File: src/rtl/cam_power_seq.sv
// rtl/cam_power_seq.sv - per-channel camera power-down/reset sequencer
// Purpose: each channel steps OFF -> PWRUP -> BOOT -> READY. Every channel
//          enforces a minimum off time, a PWDN-to-RESETB interval and a
//          boot-to-ready interval, and can be restarted on its own.
// Optional feature macro: CAM_SEQ_RETRY_EN adds err_in-driven re-power with a
//          retry budget and a FAILED state. Without it, err_in is ignored and
//          fail is tied low.
// Ports:
//   xclk_cam     clock for all logic
//   reset_n      asynchronous active-low reset
//   cam_en       per-channel power request (level)
//   restart_req  per-channel single-cycle full power-cycle request
//   err_in       per-channel stream error (level, synchronous)
//   PWDN         per-channel sensor power-down, active high
//   RESETB       per-channel sensor reset, active low
//   cam_ready    per-channel booted and ready for SCCB configuration
//   all_ready    every enabled channel ready and at least one enabled
//   fail         per-channel retry budget exhausted
module cam_power_seq #(
    parameter int NUM_CAM   = 2,
    parameter int CNT_W     = 16,
    parameter int T_OFF     = 1024,
    parameter int T_PWDN    = 2500,
    parameter int T_INIT    = 20000,
    parameter int MAX_RETRY = 3
) (
    input  logic               xclk_cam,
    input  logic               reset_n,
    input  logic [NUM_CAM-1:0] cam_en,
    input  logic [NUM_CAM-1:0] restart_req,
    input  logic [NUM_CAM-1:0] err_in,
    output logic [NUM_CAM-1:0] PWDN,
    output logic [NUM_CAM-1:0] RESETB,
    output logic [NUM_CAM-1:0] cam_ready,
    output logic               all_ready,
    output logic [NUM_CAM-1:0] fail
);

    localparam longint CNT_MAX = (longint'(1) << CNT_W) - 1;

    if (NUM_CAM < 1 || NUM_CAM > 8) begin : g_bad_num_cam
        $error("cam_power_seq: NUM_CAM must be 1..8");
    end
    if (T_OFF < 1 || longint'(T_OFF) > CNT_MAX) begin : g_bad_t_off
        $error("cam_power_seq: T_OFF out of range for CNT_W");
    end
    if (T_PWDN < 1 || longint'(T_PWDN) > CNT_MAX) begin : g_bad_t_pwdn
        $error("cam_power_seq: T_PWDN out of range for CNT_W");
    end
    if (T_INIT < 1 || longint'(T_INIT) > CNT_MAX) begin : g_bad_t_init
        $error("cam_power_seq: T_INIT out of range for CNT_W");
    end
    if (MAX_RETRY < 0) begin : g_bad_max_retry
        $error("cam_power_seq: MAX_RETRY must not be negative");
    end

    localparam logic [CNT_W-1:0] T_OFF_C    = CNT_W'(T_OFF);
    localparam logic [CNT_W-1:0] T_PWDN_END = CNT_W'(T_PWDN - 1);
    localparam logic [CNT_W-1:0] T_INIT_END = CNT_W'(T_INIT - 1);

    typedef enum logic [2:0] {
        ST_OFF,
        ST_PWRUP,
        ST_BOOT,
        ST_READY
`ifdef CAM_SEQ_RETRY_EN
        , ST_FAILED
`endif
    } state_t;

    state_t             state_q [NUM_CAM];
    state_t             state_d [NUM_CAM];
    logic [CNT_W-1:0]   cnt_q   [NUM_CAM];
    logic [CNT_W-1:0]   cnt_d   [NUM_CAM];
    logic [NUM_CAM-1:0] pwdn_q, pwdn_d;
    logic [NUM_CAM-1:0] resetb_q, resetb_d;
    logic [NUM_CAM-1:0] ready_q, ready_d;
    logic               all_ready_q, all_ready_d;
    logic [NUM_CAM-1:0] drop;

    // Either request drops a powered channel straight to OFF; both at once is one action.
    assign drop = ~cam_en | restart_req;

`ifdef CAM_SEQ_RETRY_EN
    localparam int RW = (MAX_RETRY < 1) ? 1 : $clog2(MAX_RETRY + 1);
    localparam logic [RW-1:0] MAX_RETRY_C = RW'(MAX_RETRY);

    logic [RW-1:0]      retry_q [NUM_CAM];
    logic [RW-1:0]      retry_d [NUM_CAM];
    logic [NUM_CAM-1:0] fail_q, fail_d;
`else
    logic unused_err_in;
    assign unused_err_in = ^err_in;
`endif

    always_comb begin
        // cam_ready_q is one cycle old here, so all_ready lags cam_ready by a cycle.
        all_ready_d = (|cam_en) & (&(ready_q | ~cam_en));
        for (int i = 0; i < NUM_CAM; i++) begin
            state_d[i] = state_q[i];
            cnt_d[i]   = cnt_q[i];
`ifdef CAM_SEQ_RETRY_EN
            retry_d[i] = retry_q[i];
`endif
            case (state_q[i])
                ST_OFF: begin
                    // restart_req is ignored here; the off-time counter keeps running.
                    if (cam_en[i] && cnt_q[i] == T_OFF_C) begin
                        state_d[i] = ST_PWRUP;
                        cnt_d[i]   = '0;
                    end else if (cnt_q[i] != T_OFF_C) begin
                        cnt_d[i] = cnt_q[i] + 1'b1;
                    end
                end
                ST_PWRUP: begin
                    if (drop[i]) begin
                        state_d[i] = ST_OFF;
                        cnt_d[i]   = '0;
                    end else if (cnt_q[i] == T_PWDN_END) begin
                        state_d[i] = ST_BOOT;
                        cnt_d[i]   = '0;
                    end else begin
                        cnt_d[i] = cnt_q[i] + 1'b1;
                    end
                end
                ST_BOOT: begin
                    if (drop[i]) begin
                        state_d[i] = ST_OFF;
                        cnt_d[i]   = '0;
                    end else if (cnt_q[i] == T_INIT_END) begin
                        state_d[i] = ST_READY;
                        cnt_d[i]   = '0;
                    end else begin
                        cnt_d[i] = cnt_q[i] + 1'b1;
                    end
                end
                ST_READY: begin
                    if (drop[i]) begin
                        state_d[i] = ST_OFF;
                        cnt_d[i]   = '0;
`ifdef CAM_SEQ_RETRY_EN
                    end else if (err_in[i]) begin
                        cnt_d[i] = '0;
                        if (retry_q[i] == MAX_RETRY_C) begin
                            state_d[i] = ST_FAILED;
                        end else begin
                            state_d[i] = ST_OFF;
                            retry_d[i] = retry_q[i] + 1'b1;
                        end
                    end else if (cnt_q[i] == T_INIT_END) begin
                        // Stable for a full T_INIT in READY: forgive earlier errors.
                        retry_d[i] = '0;
                    end else begin
                        cnt_d[i] = cnt_q[i] + 1'b1;
`endif
                    end
                end
`ifdef CAM_SEQ_RETRY_EN
                ST_FAILED: begin
                    if (drop[i]) begin
                        state_d[i] = ST_OFF;
                        cnt_d[i]   = '0;
                        retry_d[i] = '0;
                    end
                end
`endif
                default: begin
                    state_d[i] = ST_OFF;
                    cnt_d[i]   = '0;
                end
            endcase

            // Outputs are decoded from the next state so they change on the transition edge.
            pwdn_d[i]   = (state_d[i] == ST_OFF)
`ifdef CAM_SEQ_RETRY_EN
                          || (state_d[i] == ST_FAILED)
`endif
                          ;
            resetb_d[i] = (state_d[i] == ST_BOOT) || (state_d[i] == ST_READY);
            ready_d[i]  = (state_d[i] == ST_READY);
`ifdef CAM_SEQ_RETRY_EN
            fail_d[i]   = (state_d[i] == ST_FAILED);
`endif
        end
    end

    always_ff @(posedge xclk_cam or negedge reset_n) begin
        if (!reset_n) begin
            for (int i = 0; i < NUM_CAM; i++) begin
                state_q[i] <= ST_OFF;
                cnt_q[i]   <= '0;
`ifdef CAM_SEQ_RETRY_EN
                retry_q[i] <= '0;
`endif
            end
            pwdn_q      <= '1;
            resetb_q    <= '0;
            ready_q     <= '0;
            all_ready_q <= 1'b0;
`ifdef CAM_SEQ_RETRY_EN
            fail_q      <= '0;
`endif
        end else begin
            for (int i = 0; i < NUM_CAM; i++) begin
                state_q[i] <= state_d[i];
                cnt_q[i]   <= cnt_d[i];
`ifdef CAM_SEQ_RETRY_EN
                retry_q[i] <= retry_d[i];
`endif
            end
            pwdn_q      <= pwdn_d;
            resetb_q    <= resetb_d;
            ready_q     <= ready_d;
            all_ready_q <= all_ready_d;
`ifdef CAM_SEQ_RETRY_EN
            fail_q      <= fail_d;
`endif
        end
    end

    assign PWDN      = pwdn_q;
    assign RESETB    = resetb_q;
    assign cam_ready = ready_q;
    assign all_ready = all_ready_q;
`ifdef CAM_SEQ_RETRY_EN
    assign fail      = fail_q;
`else
    assign fail      = '0;
`endif

endmodule

File: config.mk
export PLATFORM = sky130hd
export DESIGN_NAME = cam_power_seq
export DESIGN_NICKNAME = d
export VERILOG_FILES = /design/src/rtl/cam_power_seq.sv
export SDC_FILE = /design/constraint.sdc
export NUM_CORES = 1
export LEC_CHECK = 0
export CAP_MARGIN = 40
export CORE_ASPECT_RATIO = 1.5
export CORE_MARGIN = 2
export CORE_UTILIZATION = 60
export CTS_BUF_LIST = sky130_fd_sc_hd__clkbuf_8
export CTS_CLUSTER_DIAMETER = 80
export DETAILED_ROUTE_END_ITERATION = 8
export DONT_BUFFER_PORTS = 1
export PLACE_DENSITY = 0.86
export SLEW_MARGIN = 10
export SYNTH_ARGS = -nofsm -noshare
export SYNTH_HDL_FRONTEND = slang
export SYNTH_SLANG_ARGS = --single-unit
File: constraint.sdc
create_clock -name xclk_cam -period 3.25 [get_ports xclk_cam]
set_input_delay 0.4875 -clock xclk_cam [delete_from_list [all_inputs] [get_ports xclk_cam]]
set_output_delay 0.4875 -clock xclk_cam [all_outputs]
set_load 0.05 [all_outputs]
# Word level (Yosys, flattened, before mapping)
# Cells that the tools add are included.
# totals
reg_bits,45
input_bits,8
# classes
mux,30
reduce_logical,12
n_bitwise,4
eq_ne,22
add_sub_neg,2
# op_table
cell,n
$mux W16,14
$pmux W16 S4,2
$mux W3,12
$add A16 B1 Y16 const B,2
$eq A16 B11 Y1 const B,2
$eq A16 B12 Y1 const B,2
$eq A16 B15 Y1 const B,2
$ne A16 B11 Y1 const B,2
$eq A3 B2 Y1 const B,8
$pmux W3 S4,2
$logic_not A3 Y1,4
$eq A3 B1 Y1 const B,2
$ne A3 B3 Y1 const B,2
$reduce_and A2 Y1,3
$ne A2 B2 Y1 const B,2
$or A2 B2 Y2,2
$logic_and A1 B1 Y1,2
$logic_or A1 B1 Y1,2
$not A2 Y2,1
$reduce_or A2 Y1,1
$and A1 B1 Y1,1

# Logic depth before layout (Yosys ltp)
# Gate-level depths: netlist (run 1).
# logic_depth
depth_word,6
ltp_mapped,10
mapped_depth_nobuf,8

# Worst setup path before layout (run 1)
# Ideal clock, no wire load.
# synth_path
path_kind,flip-flop to flip-flop
from,register cnt_q[21] (netlist bit)
to,register cnt_q[21] (netlist bit)
arrival_time_ns,2.258
stages_incl_launch_ff,9
t_required_ns,3.129
path_slack_ns,0.871
synth_period_minus_slack_ns,2.379
setup_time_ns,0.121
path_cell_list,dfrtp_1 -> or4_1 -> or3_4 -> o31ai_4 -> and3_1 -> buf_6 -> buf_8 -> o21ai_2 -> a22o_1
# synth_between
elab_chain_cells,4
# synth_lines
element,line,rtl
start: declaration,73,logic [CNT_W-1:0] cnt_q [NUM_CAM];
start signal: indexed assignment,206,cnt_q[i] <= cnt_d[i];
"$add A16 B1 Y16, or another cell as far along","112, 123, 134",
"$mux W16, or another cell as far along",130,end else if (cnt_q[i] == T_INIT_END) begin
"$mux W16, or another cell as far along",127,if (drop[i]) begin
$pmux W16 S4 / $reduce_and A2 Y1 (equally long branches),n/a,
# Several ways; a longest one is shown, not always the timed one. The select of a mux whose other input is x is not followed.
# A chain may end at the register's enable or synchronous reset.

# Worst setup path after layout (run 1)
# layout_path
from,register cnt_q[21] (netlist bit)
to,register cnt_q[28] (netlist bit)
# The elaborated chain is that of the path after synthesis.

==> impl_metrics.json, run 1 <==
{
  "r2r_start": "cnt_q[21]$_DFFE_PN0P_",
  "ioPinCount": 17,
  "drtIter0Drc": 152,
  "ant_nets": 0,
  "cts-root-buf": "clkbuf_8",
  "skew_ps": 7.21,
  "setup_tns_ps": 0,
  "dp_cells": 323,
  "crit_family": "simple AND/OR/NAND/NOR gates",
  "synth_area_mm2": 0.00259,
  "powerDensity_mw_per_mm2": 429,
  "critPathMaxFanout": 9,
  "worst-path-stages": 7,
  "critPathSlowestCell": "or4_1",
  "max_cap_violations": 0,
  "drt_pass1_iterations": 5,
  "synth_adder_area_share_pct": 1.93,
  "drt_wl_total_mm": 5.54,
  "critical-path-max-stage-delay_ps": 610,
  "finalCritPeriodShare_pct": 88.6,
  "cts_buffers": 5,
  "rr_endpoint": "cnt_q[28]$_DFFE_PN0P_",
  "grt_max_degree": 44,
  "viasPerCell": 6.42,
  "drc": 0,
  "finalSetupViolations": 0,
  "crit_type": "flip-flop to flip-flop",
  "grt_pass1_wl_mm": 9.75,
  "gr-usage-all-layers_pct": 25.2,
  "clock-sinks": 45,
  "status": "complete, no violations",
  "die_h_um": 84.4,
  "initial_utilization_pct": 62.0,
  "cp_num_buf_inv": 1,
  "ys.flop_type": "dfrtp_1",
  "tightest_slew_ps": 810,
  "row_count": 29,
  "drt-wirelength-per-cell_um": 16.7,
  "critical_path_arrival_ps": 3060,
  "synth_seq_cells": 45,
  "ir_drop_uv": 533,
  "period_needed_ps": 2880,
  "cts-resized-gates": 0,
  "antenna_cells": 0,
  "worstSetupStartpointType": "flip-flop",
  "nets": 297,
  "routabilityCongestion": 0.855,
  "port_buffers": 0,
  "p_leak_nw": 1.26,
  "max_freq_ghz": 0.347,
  "core_mm2": 0.00417,
  "final_layout_size_suffix_gt1_share_pct": 7.72,
  "gr-total-overflow": 0,
  "hold_viol": 0,
  "grt_pass1_vias": 2188,
  "hpwl_mm": 3.94,
  "synthDistinctLibCells": 54,
  "slew_headroom_pct": 45.7,
  "die-width_um": 57.6,
  "synth_edf_count": 0,
  "die-area_mm2": 0.00487,
  "hold_path.class": "input port to asynchronous set/reset pin",
  "worst_ep_required_time_ps": 3430,
  "synth-simple-area-share_pct": 28.5,
  "synth-async-reset-ratio_pct": 100,
  "clk_path_buf_depth": 2,
  "vias": 2126,
  "crit_chain": "or4_1 -> nor4_1 -> nand2b_1 -> and3_1 -> buf_12 -> o21ai_0 -> a22o_1",
  "postCtsSetupBuffers": 0,
  "drv_slew": 0,
  "muxShareOfSynthArea_pct": 0.387,
  "synth_compound_area_share_pct": 16.3,
  "area_growth_pct": 5.80,
  "synth_top_family_by_area": "simple AND/OR/NAND/NOR gates",
  "synth-xor-area-share_pct": 4.06,
  "cts_tree": "built",
  "r2r_setup_slack_ps": 370,
  "nFillCells": 330,
  "critPathLaunch": "cnt_q[21]$_DFFE_PN0P_",
  "clkTransAtPathRegs_ps": 80,
  "r2r_cells": 7,
  "antenna_found_initial": 0,
  "ys_seq_area_share_pct": 43.6,
  "instances_no_fill": 331,
  "rsz0062_at_grt": "no",
  "clkLatencyLatePin_ps": 300,
  "ctsHtreeMaxLevel": 2,
  "cts.hold.buffers_added": 1,
  "worst_setup_path_end_kind": "flip-flop",
  "syn_inst": 281,
  "ys_warn_count": 0,
  "syn_area_per_cell_um2": 9.21
}
## metrics by stage
| stage | area, um2 | utilization [%] | setup slack (ps) | hold WS, ps | total power, mW |
|---|---|---|---|---|---|
| final | 2740 | 65.6 | 369 | 20.2 | 1.17 |
| after global routing | 2740 | 65.6 | 233 | 6.28 | 1.23 |
| after CTS | 2740 | 65.6 | 377 | 16.0 | 1.18 |
| after detailed placement | 2620 | 62.7 | 402 | 193 | 0.761 |
| after global placement | 2620 | 62.7 | 491 | 193 | 0.756 |
| after floorplan | 2600 | - | 871 | 192 | 0.733 |
## per-layer routing
layer  vias to the layer above  wire, um  part of all wire, %  GRT usage (%)
met4                         0       129                  2.3           11.8
met3                        15       173                  3.1           3.08
met1                      1043      2190                   39           28.6
met5                         -         0                    0              0
li1                       1012         -                    -              -
met2                        56      3050                   55           45.6
## kinds of logic (layout without fill, tap and decap cells)
logic type,after synthesis,count (layout)
DFF,45,45
adders and majority gates,4,4
buffers and inverters,25,26
other,1,4
xor gates and xnor gates,12,12
muxes,1,1
and+or+nand+nor,135,135
AOI/OAI and AO/OA,58,58
## worst reg2reg max path, delay by kind of cell (launching register included)
kind / cells / cell delay (ps)
flip-flops: 1 / 440
AO/OA/AOI/OAI: 2 / 360
AND/OR/NAND/NOR: 4 / 1780
buffers and inverters: 1 / 190
## cell usage in the layout, fill, tap and decap left out, types with 6 or more instances in the layout
cell and n:
or4_1 6, dfrtp_1 43, xnor2_1 6, nand3_1 14, nand2_1 19, inv_1 16, o21ai_0 11, a22o_1 13
nor2b_1 6, nor2_1 34, and3_1 11, nor3_1 13, a21oi_1 6, xor2_1 6
## sequential cells by signal, indices dropped and copies added, names as in the netlist
name,count
PWDN,2
all_ready,1
state_q,6
cam_ready,2
cnt_q,32
RESETB,2
## how the worst max path moves through the flow
stage	slack [ps]	to
CTS	380	cnt_q[28]$_DFFE_PN0P_
floorplan	870	cnt_q[21]$_DFFE_PN0P_
global route	230	cnt_q[28]$_DFFE_PN0P_
global placement	490	cnt_q[26]$_DFFE_PN0P_
finish	370	cnt_q[28]$_DFFE_PN0P_
detailed placement	400	cnt_q[28]$_DFFE_PN0P_
## Yosys cell counts (5+ instances only)
library cell	n	area share, %
nor2b_1	6	1.5
a22o_1	13	4.4
nor3_1	13	2.5
nand3_1	14	2.7
and3_1	11	2.7
nor2_1	34	4.9
a21oi_1	6	1.2
or4_1	6	1.7
nand2b_1	5	1.2
dfrtp_1	43	42
nand2_1	19	2.8
inv_1	16	2.3
nor4_1	5	1.2
xor2_1	6	2.0
xnor2_1	6	2.0
o21ai_0	11	2.1
nand4_1	5	1.2
## cell type report
class | instances | area, um2 | share of cell area, %
multi-input cells | 214 | 1340 | 49.0
inverters | 16 | 60.1 | 2.19
clock buffers | 5 | 68.8 | 2.51
well taps | 46 | 57.6 | 2.10
flip-flops and latches | 45 | 1130 | 41.2
clock inverters | 2 | 35.0 | 1.28
repair buffers | 3 | 47.5 | 1.74
## report_power, final
| part | internal (mW) | switching, mW | leakage (nW) |
|---|---|---|---|
| clock | 0.224 | 0.185 | 0.0540 |
| combinational | 0.0599 | 0.0888 | 0.596 |
| sequential | 0.584 | 0.0327 | 0.611 |
| total | 0.868 | 0.307 | 1.26 |
No activity file was read; power rests on OpenSTA's default activity.
==> inputs of run 2 (changes only) <==
--- a/config.mk
+++ b/config.mk
@@ -14,6 +14,7 @@
 export DETAILED_ROUTE_END_ITERATION = 8
 export DONT_BUFFER_PORTS = 1
 export PLACE_DENSITY = 0.86
+export RECOVER_POWER = 50
 export SLEW_MARGIN = 10
 export SYNTH_ARGS = -nofsm -noshare
 export SYNTH_HDL_FRONTEND = slang
==> impl_metrics.json, run 2 (same netlist as run 1, synthesis figures left out) <==
{
  "crit_chain": "or4_1 -> nor4_1 -> nand2b_1 -> and3_1 -> buf_12 -> o21ai_0 -> a22o_1",
  "worst_setup_path_end_kind": "flip-flop",
  "cts_buffers": 5,
  "final_layout_size_suffix_gt1_share_pct": 7.37,
  "hpwl_mm": 3.94,
  "p_leak_nw": 1.25,
  "ioPinCount": 17,
  "powerDensity_mw_per_mm2": 430,
  "gr-total-overflow": 0,
  "status": "complete, but fails checks",
  "hold_viol": 0,
  "drt-wirelength-per-cell_um": 16.7,
  "drv_slew": 44,
  "max_cap_violations": 1,
  "pre_cts_slack_ps": 402,
  "largest_reg_flops": 32,
  "clock-sinks": 45,
  "violations": "max-capacitance violations, max-slew violations",
  "ir_drop_uv": 528,
  "setup_tns_ps": 0,
  "die_h_um": 84.4,
  "skew_ps": 5.51,
  "reg_top3": "cnt_q x32, state_q x6",
  "clkLatencyLatePin_ps": 300,
  "worstSetupStartpointType": "flip-flop",
  "critical-path-max-stage-delay_ps": 610,
  "critPathSlowestCell": "or4_1",
  "row_count": 29,
  "grt_pass1_wl_mm": 9.75,
  "r2r_setup_slack_ps": 370,
  "drt_wl_total_mm": 5.52,
  "slew_headroom_pct": -50.4,
  "worst_ep_required_time_ps": 3430,
  "cts-resized-gates": 0,
  "final_cell_mix": "dfrtp_1 (43), nor2_1 (34), nand2_1 (19), inv_1 (16), nand3_1 (14)",
  "layout_setup_ws_ps": 367,
  "finalSetupViolations": 0,
  "rsz0062_at_grt": "no",
  "ctsHtreeMaxLevel": 2,
  "regArea_mm2": 0.00113,
  "die-width_um": 57.6,
  "area_growth_pct": 5.17,
  "finalCritPeriodShare_pct": 88.7,
  "drt_pass1_iterations": 4,
  "vias": 2125,
  "antenna_found_initial": 0,
  "clkTransAtPathRegs_ps": 80,
  "gr-usage-all-layers_pct": 25.2,
  "multi_input_area_mm2": 0.00134,
  "layout_commonest_cell": "dfrtp_1",
  "initial_utilization_pct": 62.0,
  "grt_pass1_vias": 2188,
  "nets": 297,
  "tightest_slew_ps": 2260,
  "hold_path.class": "input port to asynchronous set/reset pin",
  "core_mm2": 0.00417,
  "drtIter0Drc": 152,
  "ant_nets": 0,
  "critPathMaxFanout": 9,
  "cts.hold.buffers_added": 1,
  "cts-root-buf": "clkbuf_8",
  "port_buffers": 0,
  "die-area_mm2": 0.00487,
  "critical_path_arrival_ps": 3070,
  "grt_max_degree": 44,
  "routabilityCongestion": 0.855,
  "postCtsSetupBuffers": 0,
  "regMostFlops": "cnt_q",
  "nFillCells": 331,
  "viasPerCell": 6.42,
  "antenna_cells": 0,
  "cts_tree": "built",
  "period_needed_ps": 2880,
  "clk_path_buf_depth": 2,
  "crit_type": "flip-flop to flip-flop",
  "drc": 0,
  "p_total_mw": 1.17,
  "max_freq_ghz": 0.347
}
==> run 2: final timing paths <==
kind                                        from                     to  cells after the start
max                        cnt_q[21]$_DFFE_PN0P_  cnt_q[28]$_DFFE_PN0P_                      7
min                                      reset_n      PWDN[0]$_DFF_PN1_                      0
max reg2reg                cnt_q[21]$_DFFE_PN0P_  cnt_q[28]$_DFFE_PN0P_                      7
min reg2reg                cnt_q[31]$_DFFE_PN0P_  cnt_q[31]$_DFFE_PN0P_                      1
max in group asynchronous                reset_n  cnt_q[15]$_DFFE_PN0P_                      1
min in group xclk_cam                  cam_en[1]    all_ready$_DFF_PN0_                      1
==> run 2: cell type report <==
cell class                      instances  share of cell area (%)
Tap cell                               46                    2.11
Timing Repair Buffer                    3                    1.15
Clock buffer                            5                    2.53
Sequential cell                        45                    41.5
Inverter                               16                    2.21
Multi-Input combinational cell        214                    49.3
Clock inverter                          2                    1.29
==> run 2: where the power goes <==
part	switching (mW)	internal, mW	leakage [nW]
clock network	0.183	0.224	0.0540
logic	0.0891	0.0576	0.588
registers	0.0327	0.584	0.611
total	0.305	0.865	1.25
==> run 2: per-layer routing <==
metal  vias up  global-route usage (%)  share of wire (%)
met1      1042                    28.6                 39
met3        15                    3.08                3.0
met4         0                    11.8                2.3
li1       1013                       -                  -
met5         -                       0                  0
met2        55                    45.6                 55
==> run 2: stage by stage <==
step                cells  cell area, um2  hold slack (ps)  utilization [%]
floorplan             284            2600              192                -
global placement      323            2620              193             62.7
detailed placement    323            2620              193             62.7
CTS                   331            2740             16.0             65.6
global route          331            2720             6.25             65.2
finish                331            2720             24.4             65.2
==> run 2: critical path: cells and delay by family, from the launching register on <==
kind                   cells  cell delay, ps
AO/OA/AOI/OAI              2             360
flip-flops                 1             440
AND/OR/NAND/NOR            4            1780
buffers and inverters      1             180
==> inputs of run 3 (changes only) <==
--- a/config.mk
+++ b/config.mk
@@ -8,12 +8,12 @@
 export CAP_MARGIN = 40
 export CORE_ASPECT_RATIO = 1.5
 export CORE_MARGIN = 2
-export CORE_UTILIZATION = 60
+export CORE_UTILIZATION = 65
 export CTS_BUF_LIST = sky130_fd_sc_hd__clkbuf_8
 export CTS_CLUSTER_DIAMETER = 80
 export DETAILED_ROUTE_END_ITERATION = 8
 export DONT_BUFFER_PORTS = 1
-export PLACE_DENSITY = 0.86
+export PLACE_DENSITY = 0.91
 export RECOVER_POWER = 50
 export SLEW_MARGIN = 10
 export SYNTH_ARGS = -nofsm -noshare
==> constraint.sdc (replaced) <==
create_clock -name xclk_cam -period 3.25 [get_ports xclk_cam]
set_input_delay 0.4875 -clock xclk_cam [delete_from_list [all_inputs] [get_ports xclk_cam]]
set_output_delay 0.4875 -clock xclk_cam [all_outputs]
set_load 0.02 [all_outputs]
==> impl_metrics.json, run 3 (same netlist as run 1, synthesis figures left out) <==
{
  "layout_commonest_cell": "dfrtp_1",
  "utilization_pct": 69.5,
  "fin_area_mm2": 0.00270,
  "port_buffers": 0,
  "clock-sinks": 45,
  "p_leak_nw": 1.25,
  "die-width_um": 55.5,
  "routabilityCongestion": 0.882,
  "initial_utilization_pct": 66.6,
  "powerDensity_mw_per_mm2": 414,
  "finalCritPeriodShare_pct": 86.8,
  "hold_path.class": "input port to asynchronous set/reset pin",
  "gr-usage-all-layers_pct": 25.4,
  "row_count": 28,
  "crit_chain": "or4_1 -> or3_4 -> o31ai_4 -> and3_1 -> buf_4 -> o21ai_0 -> a22o_1",
  "final_cell_mix": "dfrtp_1 (43), nor2_1 (34), nand2_1 (19), inv_1 (16), nand3_1 (14)",
  "max_cap_violations": 1,
  "drt_pass1_iterations": 4,
  "clkLatencyLatePin_ps": 300,
  "worst_ep_required_time_ps": 3440,
  "rsz0062_at_grt": "no",
  "ir_drop_uv": 394,
  "finalSetupViolations": 0,
  "core_mm2": 0.00389,
  "cts-resized-gates": 0,
  "hpwl_mm": 3.89,
  "drt_wl_total_mm": 5.41,
  "grt_pass1_wl_mm": 9.06,
  "viasPerCell": 6.34,
  "crit_type": "flip-flop to flip-flop",
  "antenna_found_initial": 0,
  "gr-total-overflow": 0,
  "status": "complete, but fails checks",
  "cts-root-buf": "clkbuf_8",
  "clk_path_buf_depth": 2,
  "setup_tns_ps": 0,
  "critical-path-max-stage-delay_ps": 590,
  "ioPinCount": 17,
  "crit_family": "simple AND/OR/NAND/NOR gates",
  "critPathMaxFanout": 10,
  "worstSetupStartpointType": "flip-flop",
  "grt_max_degree": 44,
  "drc": 0,
  "vias": 2099,
  "slew_headroom_pct": -49.7,
  "placed_area_mm2": 0.00260,
  "r2r_start": "cnt_q[21]$_DFFE_PN0P_",
  "area_growth_pct": 4.35,
  "reg_top3": "cnt_q x32, state_q x6",
  "worst_setup_path_end_kind": "flip-flop",
  "die_h_um": 81.3,
  "tightest_slew_ps": 2250,
  "critPathSlowestCell": "or4_1",
  "grt_pass1_vias": 2068,
  "drv_slew": 44,
  "regMostFlops": "cnt_q",
  "ctsHtreeMaxLevel": 2,
  "nets": 297,
  "drtIter0Drc": 73,
  "cts_tree": "built",
  "final_layout_size_suffix_gt1_share_pct": 7.69,
  "skew_ps": 10.7,
  "largest_reg_flops": 32,
  "drt-wirelength-per-cell_um": 16.3,
  "cts_buffers": 5,
  "violations": "max-capacitance violations, max-slew violations",
  "period_needed_ps": 2820,
  "postCtsSetupBuffers": 0,
  "die-area_mm2": 0.00451,
  "clkTransAtPathRegs_ps": 90,
  "critical_path_arrival_ps": 3010,
  "antenna_cells": 0,
  "ant_nets": 0,
  "critPathLaunch": "cnt_q[21]$_DFFE_PN0P_",
  "hold_viol": 0,
  "cp_num_buf_inv": 1,
  "max_freq_ghz": 0.354
}
-- run 3: final timing paths --
check,end,slack (ps),depth (start not counted)
max,cnt_q[31]$_DFFE_PN0P_,430,7
min,PWDN[1]$_DFF_PN1_,30,0
max reg2reg,cnt_q[31]$_DFFE_PN0P_,430,7
min reg2reg,cnt_q[31]$_DFFE_PN0P_,560,1
max in group asynchronous,cnt_q[24]$_DFFE_PN0P_,1120,1
min in group xclk_cam,all_ready$_DFF_PN0_,270,1
-- run 3: metrics by stage --
stage / std cells / power, mW / worst slack (ps) / hold WS [ps]
floorplan: 284 / 0.728 / 871 / 192
CTS: 331 / 1.12 / 424 / 23.0
global route: 331 / 1.17 / 195 / 12.9
global placement: 322 / 0.748 / 472 / 193
finish: 331 / 1.12 / 428 / 28.4
detailed placement: 322 / 0.755 / 442 / 193
-- run 3: timing repair --
action	4_1_cts	5_1_grt
hold buffers	1	0
endpoints found under the setup margin	0	0
endpoints found under the hold margin	43	0
-- run 3: layer usage --
layer / GRT usage, % / up-vias / routed length [um]
met4: 14.4 / 0 / 196
met5: 0 / - / 0
met3: 3.98 / 19 / 186
li1: - / 1017 / -
met2: 46.5 / 67 / 2900
met1: 27.9 / 996 / 2120
-- run 3: area by class of cell --
class,instances,area (um2)
Multi-Input combinational cell,214,1340
Fill cell,288,1190
Sequential cell,45,1130
Clock buffer,6,82.6
Inverter,16,60.1
Tap cell,45,56.3
Timing Repair Buffer,3,18.8
Clock inverter,2,13.8
-- run 3: where the power goes --
group | internal [mW] | switching, mW | total, mW
logic | 0.0557 | 0.0832 | 0.139
registers | 0.584 | 0.0313 | 0.616
clock network | 0.173 | 0.191 | 0.364
-- run 3: worst reg2reg max path, delay by kind of cell (launching register included) --
family / cells / cell delay (ps)
AND/OR/NAND/NOR: 3 / 1510
buffers and inverters: 1 / 250
flip-flops: 1 / 440
AO/OA/AOI/OAI: 3 / 530
